$ cat src/rtl/txn_prof_pkg.sv
// Shared defaults and record layouts for the ap_ctrl_hs transaction profiler.
package txn_prof_pkg;

    localparam int unsigned DEF_CNT_W = 32;
    localparam int unsigned DEF_ID_W  = 16;
    localparam int unsigned DEF_DEPTH = 8;

    // Record emitted per finished transaction (default widths).
    typedef struct packed {
        logic [DEF_ID_W-1:0]  id;
        logic [DEF_CNT_W-1:0] latency;
        logic [DEF_CNT_W-1:0] interval;
    } txn_rec_t;

    // In-flight entry captured at accept time (default widths).
    typedef struct packed {
        logic [DEF_ID_W-1:0]  id;
        logic [DEF_CNT_W-1:0] ts;
        logic [DEF_CNT_W-1:0] interval;
    } txn_entry_t;

endpackage

$ cat src/rtl/txn_fifo.sv
// Synchronous FIFO; head word comes straight from storage flops, so a push is
// visible at the output the following cycle. Push into a full FIFO is accepted
// only when a pop happens in the same cycle.
module txn_fifo
    import txn_prof_pkg::*;
#(
    parameter int unsigned WIDTH = 8,
    parameter int unsigned DEPTH = DEF_DEPTH
) (
    input  logic             clock,
    input  logic             reset,
    input  logic             push,
    input  logic [WIDTH-1:0] wdata,
    input  logic             pop,
    output logic [WIDTH-1:0] rdata,
    output logic             full,
    output logic             empty
);

    localparam int unsigned AW = $clog2(DEPTH);
    localparam logic [AW:0] FULL_CNT = (AW+1)'(DEPTH);

    logic [WIDTH-1:0] mem [DEPTH];
    logic [AW-1:0]    wr_ptr;
    logic [AW-1:0]    rd_ptr;
    logic [AW:0]      count;
    logic             do_push;
    logic             do_pop;

    assign empty   = (count == '0);
    assign full    = (count == FULL_CNT);
    assign do_pop  = pop & ~empty;
    assign do_push = push & (~full | do_pop);
    // Empty FIFO presents zeros so the output is defined straight out of reset.
    assign rdata   = empty ? '0 : mem[rd_ptr];

    // Pointer and occupancy bookkeeping.
    always_ff @(posedge clock or negedge reset) begin
        if (!reset) begin
            wr_ptr <= '0;
            rd_ptr <= '0;
            count  <= '0;
        end else begin
            if (do_push) wr_ptr <= wr_ptr + 1'b1;
            if (do_pop)  rd_ptr <= rd_ptr + 1'b1;
            count <= count + {{AW{1'b0}}, do_push} - {{AW{1'b0}}, do_pop};
        end
    end

    // Storage write; contents need no reset since occupancy gates the output.
    always_ff @(posedge clock) begin
        if (do_push) mem[wr_ptr] <= wdata;
    end

endmodule

$ cat src/rtl/ap_ctrl_txn_profiler.sv
// Observes an ap_ctrl_hs handshake, timestamps accepts and completions, and
// streams one {id, latency, interval} record per finished transaction.
module ap_ctrl_txn_profiler
    import txn_prof_pkg::*;
#(
    parameter int unsigned CNT_W = DEF_CNT_W,
    parameter int unsigned ID_W  = DEF_ID_W,
    parameter int unsigned DEPTH = DEF_DEPTH
) (
    input  logic             clock,
    input  logic             reset,
    input  logic             ap_start,
    input  logic             ap_ready,
    input  logic             ap_done,
    input  logic             ap_continue,
    output logic             rec_valid,
    input  logic             rec_ready,
    output logic [ID_W-1:0]  rec_id,
    output logic [CNT_W-1:0] rec_latency,
    output logic [CNT_W-1:0] rec_interval,
    output logic [ID_W-1:0]  txn_count,
    output logic             overflow,
    output logic             orphan_done
);

    typedef struct packed {
        logic [ID_W-1:0]  id;
        logic [CNT_W-1:0] latency;
        logic [CNT_W-1:0] interval;
    } rec_t;

    typedef struct packed {
        logic [ID_W-1:0]  id;
        logic [CNT_W-1:0] ts;
        logic [CNT_W-1:0] interval;
    } entry_t;

    logic [CNT_W-1:0] now;
    logic [CNT_W-1:0] prev_ts;
    logic             seen_accept;
    logic [CNT_W-1:0] cur_interval;

    logic   acc;
    logic   dne;
    logic   bypass;

    entry_t if_wdata;
    entry_t if_rdata;
    logic   if_push;
    logic   if_pop;
    logic   if_full;
    logic   if_empty;

    rec_t   rec_wdata;
    rec_t   rec_rdata;
    logic   rec_push;
    logic   rec_full;
    logic   rec_empty;

    logic   drop_accept;
    logic   drop_record;
    logic   orphan_evt;

    // Event decode and record assembly.
    always_comb begin
        acc          = ap_start & ap_ready;
        dne          = ap_done & ap_continue;
        cur_interval = seen_accept ? (now - prev_ts) : '0;
        // Accept and done together with nothing outstanding: the accept
        // completes on the spot and never occupies the in-flight queue.
        bypass       = acc & dne & if_empty;
        if_push      = acc & ~bypass;
        if_pop       = dne & ~if_empty;
        rec_push     = dne & (~if_empty | acc);

        if_wdata          = '0;
        if_wdata.id       = txn_count;
        if_wdata.ts       = now;
        if_wdata.interval = cur_interval;

        rec_wdata = '0;
        if (bypass) begin
            rec_wdata.id       = txn_count;
            rec_wdata.latency  = '0;
            rec_wdata.interval = cur_interval;
        end else begin
            rec_wdata.id       = if_rdata.id;
            rec_wdata.latency  = now - if_rdata.ts;
            rec_wdata.interval = if_rdata.interval;
        end

        drop_accept = if_push & if_full & ~dne;
        drop_record = rec_push & rec_full & ~(rec_valid & rec_ready);
        orphan_evt  = dne & if_empty & ~acc;
    end

    // Cycle counter, accept bookkeeping and sticky status flags.
    always_ff @(posedge clock or negedge reset) begin
        if (!reset) begin
            now         <= '0;
            prev_ts     <= '0;
            seen_accept <= 1'b0;
            txn_count   <= '0;
            overflow    <= 1'b0;
            orphan_done <= 1'b0;
        end else begin
            now <= now + 1'b1;
            if (acc) begin
                prev_ts     <= now;
                seen_accept <= 1'b1;
                txn_count   <= txn_count + 1'b1;
            end
            if (drop_accept | drop_record) overflow    <= 1'b1;
            if (orphan_evt)                orphan_done <= 1'b1;
        end
    end

    txn_fifo #(
        .WIDTH ($bits(entry_t)),
        .DEPTH (DEPTH)
    ) u_inflight (
        .clock (clock),
        .reset (reset),
        .push  (if_push),
        .wdata (if_wdata),
        .pop   (if_pop),
        .rdata (if_rdata),
        .full  (if_full),
        .empty (if_empty)
    );

    txn_fifo #(
        .WIDTH ($bits(rec_t)),
        .DEPTH (DEPTH)
    ) u_records (
        .clock (clock),
        .reset (reset),
        .push  (rec_push),
        .wdata (rec_wdata),
        .pop   (rec_ready),
        .rdata (rec_rdata),
        .full  (rec_full),
        .empty (rec_empty)
    );

    assign rec_valid    = ~rec_empty;
    assign rec_id       = rec_rdata.id;
    assign rec_latency  = rec_rdata.latency;
    assign rec_interval = rec_rdata.interval;

endmodule

$ cat config.mk
export PLATFORM = sky130hd
export DESIGN_NAME = ap_ctrl_txn_profiler
export DESIGN_NICKNAME = d
export VERILOG_FILES = /design/src/rtl/txn_prof_pkg.sv /design/src/rtl/txn_fifo.sv /design/src/rtl/ap_ctrl_txn_profiler.sv
export SDC_FILE = /design/constraint.sdc
export NUM_CORES = 2
export LEC_CHECK = 0
export ABC_AREA = 1
export CAP_MARGIN = 20
export CELL_PAD_IN_SITES_DETAIL_PLACEMENT = 1
export CELL_PAD_IN_SITES_GLOBAL_PLACEMENT = 2
export CORE_MARGIN = 4
export CORE_UTILIZATION = 36
export CTS_CLUSTER_SIZE = 40
export DETAILED_ROUTE_END_ITERATION = 12
export MAX_ROUTING_LAYER = met4
export PLACE_DENSITY = 0.82
export REMOVE_ABC_BUFFERS = 1
export SYNTH_ARGS = -nofsm -noshare
export SYNTH_HDL_FRONTEND = slang
export SYNTH_HIERARCHICAL = 1
export SYNTH_SLANG_ARGS = --single-unit
$ cat constraint.sdc
create_clock -name clock -period 5.4 [get_ports clock]
set_clock_uncertainty 0.1 [all_clocks]
set_input_delay 1.08 -clock clock [delete_from_list [all_inputs] [get_ports clock]]
set_output_delay 1.08 -clock clock [all_outputs]
set_load 0.02 [all_outputs]
# Yosys cells after proc, flatten, opt, wreduce, memory -nomap -nowiden
# Memories as Yosys holds them, arrays and structs flattened.
# Index checks and enable logic that the tools add are counted.
[totals]
mem_bits_rw = 1280
mem_count = 2
wordCells = 67
latch_bits = 0
romBits = 0
out_inout_bits = 99
register_bits = 103
[memory_table]
columns = ["name", "words", "word_bits", "read_ports", "rd_clocked_by_memory_dff", "write_ports", "line", "source"]
rows = [
  ["u_inflight.mem", 8, 80, 1, 0, 1, "txn_fifo.sv:23", "logic [WIDTH-1:0] mem [DEPTH];"],
  ["u_records.mem", 8, 80, 1, 0, 1, "txn_fifo.sv:23", ""],
]
[classes]
div = 0
n_addsub = 12
n_mux = 8
magnitude_cmp = 0
n_shift = 0
n_bitwise = 29
n_reduce_logical = 2
multipliers = 0
eq_ne = 2
[op_table]
columns = ["cell", "count"]
rows = [
  ["two-way mux 80 bit", 3],
  ["subtractor 32 bit", 2],
  ["adder 32 x 1 -> 32 bit (second input constant)", 1],
  ["two-way mux 32 bit", 1],
  ["AND 1 bit", 17],
  ["adder 16 x 1 -> 16 bit (second input constant)", 1],
  ["adder 3 x 1 -> 3 bit (second input constant)", 4],
  ["adder 4 x 1 -> 4 bit", 2],
  ["== test 4 bit (second input constant)", 2],
  ["logical NOT 4 bit", 2],
  ["inverter 1 bit", 8],
  ["subtractor 4 x 1 -> 4 bit", 2],
  ["two-way mux 1 bit", 4],
  ["OR 1 bit", 4],
]

# Depth between registers and ports, before layout
[logic_depth]
word_depth = 8
ltp_mapped = 25
mapped_depth_nobuf = 22

# Modules after synthesis
# Netlist, hierarchy kept.
[modules_own_cells]
columns = ["module", "n_inst", "cells_each", "area_each_um2"]
rows = [
  ["txn_fifo", 2, 2849, 28538.6],
  ["ap_ctrl_txn_profiler", 1, 1503, 8901.0],
]

# Worst setup path after synthesis
# Ideal clock, no wire load.
[synth_path]
path_kind = "input-to-reg"
start = "in ap_start"
end = "mem u_records/mem[1][0] (netlist name), enable pin"
setup_ns = 0.519
setup_slack_ns = -0.556
arrival_time_ns = 5.337
path_buffers = 1
path_stages = 5
cell_sequence = "nand2_1 -> clkbuf_1 -> a21oi_1 -> nand2_1 -> nor2_1"
[synth_via]
elab_chain_cells = 6
[synth_rtl]
columns = ["element", "line", "source"]
rows = [
  ["start: declaration", "ap_ctrl_txn_profiler.sv:12", "input logic ap_start,"],
  ["AND 1 bit", "ap_ctrl_txn_profiler.sv:66", "acc = ap_start & ap_ready;"],
  ["OR 1 bit", "ap_ctrl_txn_profiler.sv:74", "rec_push = dne & (~if_empty | acc);"],
  ["AND 1 bit", "ap_ctrl_txn_profiler.sv:74", ""],
  ["via rec_push", "ap_ctrl_txn_profiler.sv:56", "logic rec_push;"],
  ["AND 1 bit", "txn_fifo.sv:33", "assign do_push = push & (~full | do_pop);"],
  ["two-way mux 1 bit", "txn_fifo.sv:52", "if (do_push) mem[wr_ptr] <= wdata;"],
  ["two-way mux 1 bit (not written as such)", "txn_fifo.sv:52", ""],
  ["end: declaration", "txn_fifo.sv:23", ""],
]
# The timed path passes the listed nets, and every way through them passes these cells.

# Worst setup path after layout
[layout_path]
start = "reg u_records.rd_ptr[0]"
end = "out rec_interval[23]"
[layout_via]
elab_chain_cells = 2
[layout_rtl]
columns = ["element", "line", "source"]
rows = [
  ["start: declaration", "txn_fifo.sv:25", "logic [AW-1:0] rd_ptr;"],
  ["start signal: assignment", "txn_fifo.sv:45", "if (do_pop) rd_ptr <= rd_ptr + 1'b1;"],
  ["memory read (8 x 80 bit)", "--", ""],
  ["two-way mux 80 bit", "txn_fifo.sv:35", "assign rdata = empty ? '0 : mem[rd_ptr];"],
  ["end: declaration", "ap_ctrl_txn_profiler.sv:20", "output logic [CNT_W-1:0] rec_interval,"],
]
# No other way between the ends.

==> summary.md <==
| Metric | Value |
|---|---|
| Chip width | 436 µm |
| DR iter-0 viols | 2955 |
| Post-Synthesis Cell Area | 0.0660 mm² |
| Core box area | 0.182 mm² |
| Drt drc | 0 |
| Detailed Routing Iterations Pass 1 | 5 |
| Setup TNS | 0 ns |
| Pwr/cell area | 563 mW/mm² |
| FF-to-FF path depth | 15 |
| Dpl cells | 9537 |
| Rows | 156 |
| CP Launch Type | register |
| Period utilization | 0.910 |
| Tmin final | 4.91 ns |
| Critical path class | register to output pin |
| Tot Pwr | 42.3 mW |
| Cell Count, Final, Fillers Out | 9816 |
| Fin nets | 7410 |
| Commonest cells after routing, fill and taps aside | nand2_1, inv_1, edfxtp_1 |
| Slew Viols, Final | 0 |
| FF-to-FF End | u_records/mem[6][49] |
| First-pass GRT wire length | 305000 µm |
| CTS tree | built |
| Largest area contributor in the netlist | edfxtp_1 |
| Die Y | 436 µm |
| GRT busiest layer | met2 |
| Layout cells sized above 1 | 0.0552 |
| RSZ-0062 raised after global routing | false |
| GR Util met2 | 0.357 |
| Crit. End Element | output pin |
| Hold Fails Final Rpt | 0 |
| Max-Cap Viols | 0 |
| Mean Syn Cell Area | 9.16 µm² |
| R2r startpoint | u_inflight/rd_ptr[0] |
| Most common cell after layout, fill and taps aside | nand2_1 |
| Max clock buf depth | 3 |
| Cell count after synthesis | 7201 |
| Synth top area share | 0.583 |
| Flops & latches, synth | 1383 |
| Slew HR | 0.212 |
| H-tree depth | 4 |
| Reg clk slew, reported paths | 0.06 ns |
| Hold WC Path Type | input pin to asynchronous set/reset pin |
| GR Util met3 | 0.0234 |
| DP Wirelength | 127000 µm |
| # setup viols final | 0 |
| R2R Setup Slk | 1.02 ns |
| Fin util | 0.414 |
| Sequential share of the synthesized area | 0.622 |
| LEAKAGE | 34.7 nW |
| Post-CTS setup repair buffer count | 0 |
| Finished Cell Area | 0.0751 mm² |
| Num Clock Sinks | 1383 |
| Met1 usage | 0.281 |
| Drt wl/cell | 20.3 µm |
| Tot GR Track Use | 0.214 |
| Critical Path Start | u_records/rd_ptr[0] |
| Worst slew pin tran | 1.18 ns |
| Fmax | 0.204 GHz |
| VDD IR max | 0.593 mV |
| CP max FO | 126 |
| # port buffers | 105 |
| CP max stage delay | 0.74 ns |
| Req. time, crit path | 4.22 ns |
| Post-CTS Hold Buffers | 0 |
| DR vias | 48100 |
| Place WS | 1.07 ns |
| CP max stage cell | clkdlybuf4s50_1 |
| Initial antenna violation count | 4 |
| Crit path DAT | 3.73 ns |
| Number of global-route vias before repair | 50700 |
| Min Hold Slack | 0.240 ns |
| Number of buffers created by CTS | 150 |
| Grt ovf | 0 |
| Num ports | 106 |
| GPL Wtd Cong | 0.878 |
| Ranking of synthesized cells by area | edfxtp_1, nand2_1, inv_1 |
| Area grow syn2layout | 13.8% |
| Initial Utilization | 0.363 |
| Netlist cell types | 44 |
| Skew-Pair Late Insertion Delay | 0.80 ns |
| DIE AREA | 0.190 mm² |
| CP cell instances | inv_8, nand2_1, nand3_1, nand3_1, nand2_1, nor2_1, clkdlybuf4s50_1 |
| Remaining antenna violation count after routing | 0 |
| PostCTS Resize Cnt | 0 |
| Largest net degree at the start of global routing | 195 |
| Outcome | finished, final reports clean |
| WL final | 200000 µm |
| Via density | 4.90 |
| Yosys warning count | 6 |
| Final WS setup | 0.487 ns |
| CTS root buf | clkbuf_16 |
| Placed inst area | 0.0704 mm² |
-- cells by family (layout without fill, tap and decap cells) --
group | after synthesis | after routing | synth area share
AO/OA/AOI/OAI | 196 | 196 | 0.0154
XOR/XNOR | 63 | 63 | 0.00836
adder cells (fa/ha/maj) | 83 | 83 | 0.0162
buffers and inverters | 1861 | 2101 | 0.112
flip-flops | 1383 | 1383 | 0.622
other | 0 | 5 | 0
AND/OR/NAND/NOR | 3615 | 3615 | 0.227
-- power breakdown --
| group | leakage, nW | internal, mW | switching [mW] | total, mW |
|---|---|---|---|---|
| clock | 2.29 | 5.76 | 4.23 | 9.98 |
| sequential | 12.8 | 14.4 | 0.630 | 15.1 |
| combinational | 19.6 | 4.86 | 12.4 | 17.3 |
| total | 34.7 | 25.0 | 17.3 | 42.3 |
-- state kept, by name, indices dropped and copies added (netlist names) --
signal             count
u_records/rd_ptr       3
u_inflight/mem       640
prev_ts               32
txn_count             16
seen_accept            1
u_inflight/count       4
u_records/count        4
now                   32
u_inflight/rd_ptr      3
u_records/wr_ptr       3
overflow               1
orphan_done            1
u_inflight/wr_ptr      3
u_records/mem        640
-- worst max path at each step --
stage | endpoint | slack, ns | cells after the start
final | rec_interval[23] | 0.49 | 7
after global routing | rec_interval[23] | 0.41 | 7
after CTS | rec_interval[23] | 0.47 | 7
after detailed placement | u_records/mem[2][43] | 1.07 | 8
after global placement | u_records/mem[2][43] | 1.14 | 8
after floorplan | u_records/mem[0][48] | -5.94 | 22
-- cell usage after synthesis --
cell type and instances:
o21bai_1 5, nor3b_1 2, a31o_2 2, and2_1 1, edfxtp_1 1280, and3_1 2, buf_1 29, nor3_1 19
xor2_1 49, nand2_4 2, nand2_2 1, xnor2_1 14, buf_2 170, clkbuf_1 57, clkinv_2 2, a21o_1 4
a21oi_1 93, nor2_8 1, a31oi_1 1, inv_2 4, inv_1 1560, nor3_4 1, clkinv_1 1, dfrtp_1 103
inv_4 2, nor2_2 5, nand3b_1 7, o21ai_1 2, nor2_1 490, nand4_2 1, o21a_1 1, fa_1 4
nand2_1 2155, buf_4 28, nand3_1 881, ha_1 79, nor3_2 3, buf_6 8, o21ai_0 88, nand4_1 29
nor4_1 7, nand3_2 4, nor2_4 2, nand2b_1 2
-- layout make-up --
type / count / area (µm²)
Tap cell: 2370 / 2970
Clock inverter: 80 / 701
Timing Repair Buffer: 259 / 2750
Antenna cell: 5 / 12.5
Inverter: 1569 / 5920
Fill cell: 20800 / 106000
Multi-Input combinational cell: 3957 / 17700
Sequential cell: 1383 / 41000
Clock buffer: 193 / 4000
-- critical path, delay by kind of cell (launching register included) --
kind | cells | cell delay, ns
buffers and inverters | 2 | 0.91
flip-flops | 1 | 0.61
AND/OR/NAND/NOR | 5 | 1.07
-- metal layers --
layer  vias up  share of wire
met5         -              0
met4         0          0.019
met3       225          0.033
met2       779           0.49
met1     24300           0.46
li1      22800              -
(Power assumes the default switching activity.)
